**src/rtl/syr2k_operand_sequencer.sv**
```systemverilog
`timescale 1ns/1ps
`default_nettype none
// ============================================================================
// Module   : syr2k_operand_sequencer
// Purpose  : Operand feeder for the syr2k compute datapath. Walks the loop
//            nest i (row), j (col), k (reduction) over N x N matrices held in
//            synchronous-read RAMs. Each beat carries
//              X = A[i][k], Y = B[i][k], XT = A[j][k], YT = B[j][k], Z = C[i][j]
//            plus first/last-k flags and the (i,j) coordinates.
// Revision : 1.0 - initial release
// ----------------------------------------------------------------------------
// Ports
//   clk, rst                 clock (rising edge), async active-high reset
//   start                    one-cycle pass request, honoured only in IDLE
//   busy, done               pass in progress / one-cycle completion pulse
//   mem_en                   RAM read enable (pipeline advance)
//   a_addr0/a_addr1          A[i][k] / A[j][k] addresses
//   b_addr0/b_addr1          B[i][k] / B[j][k] addresses
//   c_addr                   C[i][j] address
//   a_rdata0..c_rdata        RAM read data, one cycle after address
//   X, Y, XT, YT, Z          registered operands
//   out_valid, out_ready     operand beat handshake
//   out_first, out_last      beat has k == 0 / k == N-1
//   out_row, out_col         i and j of the beat
// ============================================================================
module syr2k_operand_sequencer #(
  parameter int N   = 100,
  parameter int DW  = 32,
  parameter int AW  = 14,
  parameter int TRI = 0
) (
  input  logic                 clk,
  input  logic                 rst,
  input  logic                 start,
  output logic                 busy,
  output logic                 done,
  output logic                 mem_en,
  output logic [AW-1:0]        a_addr0,
  output logic [AW-1:0]        a_addr1,
  output logic [AW-1:0]        b_addr0,
  output logic [AW-1:0]        b_addr1,
  output logic [AW-1:0]        c_addr,
  input  logic [DW-1:0]        a_rdata0,
  input  logic [DW-1:0]        a_rdata1,
  input  logic [DW-1:0]        b_rdata0,
  input  logic [DW-1:0]        b_rdata1,
  input  logic [DW-1:0]        c_rdata,
  output logic [DW-1:0]        X,
  output logic [DW-1:0]        Y,
  output logic [DW-1:0]        XT,
  output logic [DW-1:0]        YT,
  output logic [DW-1:0]        Z,
  output logic                 out_valid,
  input  logic                 out_ready,
  output logic                 out_first,
  output logic                 out_last,
  output logic [$clog2(N)-1:0] out_row,
  output logic [$clog2(N)-1:0] out_col
);

  localparam int            CW     = $clog2(N);
  localparam logic [CW-1:0] K_MAX  = CW'(N - 1);
  localparam logic [AW-1:0] N_STEP = AW'(N);

  typedef enum logic [1:0] {
    S_IDLE  = 2'd0,
    S_RUN   = 2'd1,
    S_DRAIN = 2'd2,
    S_DONE  = 2'd3
  } state_t;

  state_t r_state;
  state_t w_next_state;

  // S0 index counters and row bases (i*N, j*N kept incrementally)
  logic [CW-1:0] r_i, r_j, r_k;
  logic [AW-1:0] r_in, r_jn;

  // S1 tags (addresses are the output ports themselves)
  logic          r_v1, r_first1, r_last1;
  logic [CW-1:0] r_row1, r_col1;

  // Tags travelling alongside the RAM read
  logic          r_vr, r_firstr, r_lastr;
  logic [CW-1:0] r_rowr, r_colr;

  logic w_adv, w_issue, w_k_wrap, w_j_end, w_i_wrap, w_final;

  // The whole pipeline moves together; the output register is the only
  // place a stall can originate.
  assign w_adv    = ~out_valid | out_ready;
  assign mem_en   = w_adv;
  assign w_issue  = (r_state == S_RUN) & w_adv;
  assign w_k_wrap = (r_k == K_MAX);
  assign w_i_wrap = (r_i == K_MAX);
  assign w_final  = w_k_wrap & w_j_end & w_i_wrap;

  if (TRI != 0) begin : g_tri
    assign w_j_end = (r_j == r_i);
  end else begin : g_full
    assign w_j_end = (r_j == K_MAX);
  end

  // --------------------------------------------------------------------------
  // FSM
  // --------------------------------------------------------------------------
  always_ff @(posedge clk or posedge rst) begin
    if (rst) r_state <= S_IDLE;
    else     r_state <= w_next_state;
  end

  always_comb begin
    w_next_state = r_state;
    busy         = 1'b0;
    done         = 1'b0;
    case (r_state)
      S_IDLE: begin
        if (start) w_next_state = S_RUN;
      end
      S_RUN: begin
        busy = 1'b1;
        if (w_issue && w_final) w_next_state = S_DRAIN;
      end
      S_DRAIN: begin
        busy = 1'b1;
        // With S1 and the RAM stage empty, the beat in the output register
        // is the final one; its acceptance ends the pass.
        if (!r_v1 && !r_vr && out_valid && out_ready) w_next_state = S_DONE;
      end
      S_DONE: begin
        done         = 1'b1;
        w_next_state = S_IDLE;
      end
      default: w_next_state = S_IDLE;
    endcase
  end

  // --------------------------------------------------------------------------
  // S0: loop counters, k innermost, then j, then i
  // --------------------------------------------------------------------------
  always_ff @(posedge clk or posedge rst) begin
    if (rst) begin
      r_i  <= '0;
      r_j  <= '0;
      r_k  <= '0;
      r_in <= '0;
      r_jn <= '0;
    end else if (r_state == S_IDLE && start) begin
      r_i  <= '0;
      r_j  <= '0;
      r_k  <= '0;
      r_in <= '0;
      r_jn <= '0;
    end else if (w_issue) begin
      if (!w_k_wrap) begin
        r_k <= r_k + CW'(1);
      end else begin
        r_k <= '0;
        if (!w_j_end) begin
          r_j  <= r_j + CW'(1);
          r_jn <= r_jn + N_STEP;
        end else begin
          r_j  <= '0;
          r_jn <= '0;
          // On the final tuple the FSM leaves RUN, so i needs no wrap.
          if (!w_i_wrap) begin
            r_i  <= r_i + CW'(1);
            r_in <= r_in + N_STEP;
          end
        end
      end
    end
  end

  // --------------------------------------------------------------------------
  // S1: addresses and tags
  // --------------------------------------------------------------------------
  always_ff @(posedge clk or posedge rst) begin
    if (rst) begin
      r_v1     <= 1'b0;
      r_first1 <= 1'b0;
      r_last1  <= 1'b0;
      r_row1   <= '0;
      r_col1   <= '0;
      a_addr0  <= '0;
      a_addr1  <= '0;
      b_addr0  <= '0;
      b_addr1  <= '0;
      c_addr   <= '0;
    end else if (w_adv) begin
      r_v1 <= w_issue;
      if (w_issue) begin
        a_addr0  <= r_in + AW'(r_k);
        b_addr0  <= r_in + AW'(r_k);
        a_addr1  <= r_jn + AW'(r_k);
        b_addr1  <= r_jn + AW'(r_k);
        c_addr   <= r_in + AW'(r_j);
        r_first1 <= (r_k == '0);
        r_last1  <= w_k_wrap;
        r_row1   <= r_i;
        r_col1   <= r_j;
      end
    end
  end

  // --------------------------------------------------------------------------
  // Tags shadowing the one-cycle RAM read
  // --------------------------------------------------------------------------
  always_ff @(posedge clk or posedge rst) begin
    if (rst) begin
      r_vr     <= 1'b0;
      r_firstr <= 1'b0;
      r_lastr  <= 1'b0;
      r_rowr   <= '0;
      r_colr   <= '0;
    end else if (w_adv) begin
      r_vr     <= r_v1;
      r_firstr <= r_first1;
      r_lastr  <= r_last1;
      r_rowr   <= r_row1;
      r_colr   <= r_col1;
    end
  end

  // --------------------------------------------------------------------------
  // S2: output registers
  // --------------------------------------------------------------------------
  always_ff @(posedge clk or posedge rst) begin
    if (rst) begin
      out_valid <= 1'b0;
      out_first <= 1'b0;
      out_last  <= 1'b0;
      out_row   <= '0;
      out_col   <= '0;
      X         <= '0;
      Y         <= '0;
      XT        <= '0;
      YT        <= '0;
      Z         <= '0;
    end else if (w_adv) begin
      out_valid <= r_vr;
      out_first <= r_firstr;
      out_last  <= r_lastr;
      out_row   <= r_rowr;
      out_col   <= r_colr;
      X         <= a_rdata0;
      Y         <= b_rdata0;
      XT        <= a_rdata1;
      YT        <= b_rdata1;
      Z         <= c_rdata;
    end
  end

endmodule
`default_nettype wire

```
**config.mk**
```make
export PLATFORM = sky130hd
export DESIGN_NAME = syr2k_operand_sequencer
export DESIGN_NICKNAME = d
export VERILOG_FILES = /design/src/rtl/syr2k_operand_sequencer.sv
export SDC_FILE = /design/constraint.sdc
export NUM_CORES = 1
export LEC_CHECK = 0
export ABC_AREA = 0
export CAP_MARGIN = 10
export CORE_MARGIN = 4
export CORE_UTILIZATION = 35
export DETAILED_ROUTE_END_ITERATION = 8
export HOLD_SLACK_MARGIN = 0.03
export PLACE_DENSITY = 0.74
export SKIP_CTS_REPAIR_TIMING = 1
export SLEW_MARGIN = 20
export SYNTH_ARGS = -nofsm -noshare
export SYNTH_HDL_FRONTEND = slang
export SYNTH_SLANG_ARGS = --single-unit
```
**constraint.sdc**
```tcl
create_clock -name clk -period 11.26 [get_ports clk]
set_clock_uncertainty 0.1 [all_clocks]
set_input_delay 1.689 -clock clk [delete_from_list [all_inputs] [get_ports clk]]
set_output_delay 1.689 -clock clk [all_outputs]
set_load 0.05 [all_outputs]
```
======== Yosys cells after proc, flatten, opt, wreduce, memory -nomap -nowiden ========
Index checks and enable logic that the tools add are counted.
Widths: inputs -> output; s select.
operators by class
  multipliers ............................. 0
  reductions and logical operators ........ 17
  muxes and demuxes ....................... 27
  div/mod/pow operators ................... 0
  equal/unequal tests ..................... 10
  shifts and indexed selects .............. 0
  $lt $le $gt $ge ......................... 0
  $add $sub $neg .......................... 8
  bitwise gates (word level) .............. 5
operators by type and width
  kind                   number
  $mux 14                9
  $mux 7                 12
  $add 14x7->14          3
  $add 14x7->14 const B  2
  $add 7x1->7 const B    3
  $eq 7x7->1 const B     3
  $pmux 2 s4             1
  $logic_not 7->1        1
  $mux 2                 3
  $reduce_bool 2->1      3
  $logic_and 1x1->1      5
  $eq 2x2->1 const B     2
  $ne 2x1->1 const B     2
  $ne 2x2->1 const B     2
  $reduce_and 2->1       2
  $reduce_and 4->1       1
  $and 1x1->1            3
  $reduce_and 3->1       1
  $eq 2x1->1 const B     1
  $logic_not 1->1        2
  $logic_not 2->1        1
  $mux 1                 2
  $reduce_or 2->1        1
  $not 1->1              1
  $or 1x1->1             1
storage, ports and cells
  latch bits .............................. 0
  memory bits (writable) .................. 0
  input bits .............................. 164
  output and inout bits ................... 250
  memory bits (read-only) ................. 0
  flip-flop bits (word level) ............. 304
  logic and storage cells ................. 96
  memories ................................ 0

======== Depth between registers and ports, before layout ========
  depth after elaboration ................. 6
  mapped depth ............................ 9
  mapped depth without buffers ............ 6

======== Least setup slack after synthesis ========
Ideal clock, no wire load.
  kind .................................... input to output
  from .................................... in out_ready
  to ...................................... out mem_en
  data required time ...................... 9.471 ns
  path slack .............................. 6.434 ns
  arrival time ............................ 3.037 ns
  stages on the path ...................... 5
  path buffers ............................ 3
  cell sequence ........................... nor2b_1 -> inv_1 -> clkbuf_1 -> clkbuf_1 -> clkbuf_1
on the way
  word-level cells in the longest chain between the ends .. 1
RTL lines
  element          RTL line  source
  start, declared  54        input logic out_ready,
  $or 1x1->1       91        assign w_adv = ~out_valid | out_ready;
  end, declared    37        output logic mem_en,
Every way passes these cells.

======== Final worst setup path ========
Ends and elaborated chain as after synthesis.

==> results.toml <==
[run_status]
status = "finished clean"

[clock_tree]
clock-sinks = 297
clockBufferDepth = 3
clk_pin_slew_ps = 50
cts_root_buf = "clkbuf_16"
clk_latency_ps = 520
cts_buffers = 35
htreeDepth = 2
cts_tree = "built"

[route]
ant_nets = 0
viasPerCell = 4.99
drt_pass1_iterations = 6
routed_wl_um = 41800
drcViolationCount = 0
vias = 11900
first_iter_violations = 880
wl_per_cell_um = 17.5

[timing]
worst_pin_slew_ps = 1020
hold_violations = 0
max_slew_margin = 0.318
fin_crit_sh = 0.476
rsz0062_at_grt = "false"
period_minus_slack_ps = 5360
slew_viol_final = 0
setup-violations-final = 0
fmax_ghz = 0.187
tns_ps = 0

[synth]
post-synth-top-area-fraction = 0.557
synth_seq_area_share = 0.557
ys_seq_elements = 297
synth_nets = 1696
yosys.area.top_type = "dfrtp_1"
syn_avg_cell_area_um2 = 8.87
ys_async_sr_fraction = 1.00
synth_area_um2 = 13300
synth_edf_count = 0
syn_inst = 1505
synthFlopType = "dfrtp_1"
ys.warnings.count = 0
yosysUniqueCellTypes = 63
synthTopCellsByArea = "dfrtp_1 56%, nand2_1 19%, ha_1 2.5%, clkbuf_1 2.1%, buf_4 1.7%"

[global_route]
antenna_found_initial = 1
grt_pass1_wl_um = 64900
grt_usage = 0.194
grt_pass1_vias = 11700
overflow = 0
grt_max_degree = 212

[placed_design]
hpwl_um = 29000
io_buffer_count = 413
routabilityCongestion = 0.868

[critical_path]
path_max_fanout = 37
crit_type = "in2out"
crit_start = "out_ready"
ff2ff_path_depth = 6
start_kind = "input pin"
crit_arrival_ps = 3570
r2r-end = "r_jn[13]$_DFFE_PP0P_"
worstReg2RegStart = "r_state[1]$_DFFE_PP0P_"
cp-end-kind = "primary output"
regToRegSetupSlack_ps = 7980
cp_data_required_time_ps = 9470

[final_layout]
mostFrequentLayoutCells = "681 x nand2_1, 413 x clkdlybuf4s50_1, 297 x dfrtp_1"
num-fill-cells = 3493
seq_area_um2 = 7430
nets = 2041
finalCoreUtilization = 0.502
final_common_cell = "nand2_1"
area_delta_synth_final_pct = 41.6
multi_input_area_um2 = 5310
drive_above_1_share = 0.0406

[min_path]
min_to = "X[31]$_DFFE_PP0N_"
min_path_cells = 2
min_from = "X[31]$_DFFE_PP0N_"
min_path_type = "reg2reg"

[pwr]
p_leak_nw = 8.85
pwr_density_cell_nw_per_um2 = 202
vdd_drop_max_uv = 147

[floorplan]
initial_core_util = 0.354
rows = 71
die_y_um = 203
coreArea_um2 = 37700
chipWidth_um = 203
dieArea_um2 = 41300
ios = 414

[job]
drv_cap = 0
-- worst max path at each step --
stage / endpoint / slack, ps / cells past startpoint
4_1_cts: mem_en / 5910 / 4
2_1_floorplan: XT[0]$_DFFE_PP0N_ / 1270 / 1
6_report: mem_en / 5900 / 4
5_1_grt: mem_en / 5840 / 4
3_5_place_dp: mem_en / 5910 / 4
3_3_place_gp: mem_en / 5900 / 4
-- power by group --
group | switching [W] | internal (W) | total [W]
clock network | 0.000441 | 0.000703 | 0.00114
registers | 0.000104 | 0.00122 | 0.00132
logic | 0.000928 | 0.000419 | 0.00135
total | 0.00147 | 0.00234 | 0.00381
-- final cells by class --
type | count | area share
diodes | 1 | 0.000132
inverters | 22 | 0.00503
flip-flops and latches | 297 | 0.393
well taps | 511 | 0.0338
multi-input cells | 1072 | 0.281
clock buffers | 52 | 0.0546
repair buffers | 422 | 0.225
clock inverters | 9 | 0.00729
-- kinds of logic (layout without fill, tap and decap cells) --
| group | Yosys count | in the layout | share of synthesized area |
|---|---|---|---|
| and+or+nand+nor | 839 | 839 | 0.261 |
| DFF | 297 | 297 | 0.557 |
| AOI/OAI and AO/OA | 184 | 184 | 0.0940 |
| buffers and inverters | 136 | 505 | 0.0477 |
| adders and majority gates | 27 | 27 | 0.0253 |
| xor gates and xnor gates | 14 | 14 | 0.00919 |
| muxes | 7 | 7 | 0.00553 |
| other | 1 | 2 | 0.000281 |
-- metal layers --
layer / global-route usage / share of wire / up-vias
li1: - / - / 5670
met1: 0.251 / 0.41 / 5668
met2: 0.317 / 0.47 / 489
met3: 0.0461 / 0.073 / 90
met4: 0.0737 / 0.038 / 0
met5: 0 / 0 / -
-- registers in the layout (all words and copies together), names as in the netlist, 2 cells and up --
name	cells
r_in	12
r_jn	12
r_row1	7
r_k	7
r_j	7
X	32
r_i	7
out_col	7
Z	32
r_rowr	7
r_col1	5
r_state	2
r_colr	7
c_addr	14
b_addr0	14
XT	32
Y	32
b_addr1	13
YT	32
out_row	7
-- critical path: stages --
cell	delay, ps
clkdlybuf4s50_1	530
nor2b_4	80
inv_6	260
clkdlybuf4s50_1	980
-- through the flow --
stage	area, µm²	setup WS, ps	power (W)	hold slack (ps)	std cells
finish	18900	5900	0.00381	361	2386
global route	18900	5840	0.00398	383	2386
CTS	18800	5910	0.00385	366	2384
detailed placement	17700	5910	0.00269	354	2323
global placement	17700	5900	0.00266	347	2323
floorplan	13300	1270	0.00221	339	1505
-- cell usage after synthesis (4+ instances only) --
library cell / number
nand2_1: 682
dfrtp_1: 297
clkbuf_1: 73
o21ai_0: 45
a21oi_1: 35
buf_4: 31
nand3_1: 28
nor2_1: 28
ha_1: 27
or3_1: 24
inv_1: 22
a31oi_1: 15
o31ai_1: 15
nand4_1: 13
or4_1: 13
nor4_1: 11
xnor2_1: 11
nor3_1: 9
a2111o_1: 7
a211oi_1: 7
and3_1: 7
buf_1: 7
and4_1: 5
nand2b_1: 5
o21a_1: 5
o21bai_1: 5
a211o_1: 4
a311oi_1: 4
mux2i_1: 4
o311ai_0: 4
Power figures use the tool's default switching activity.
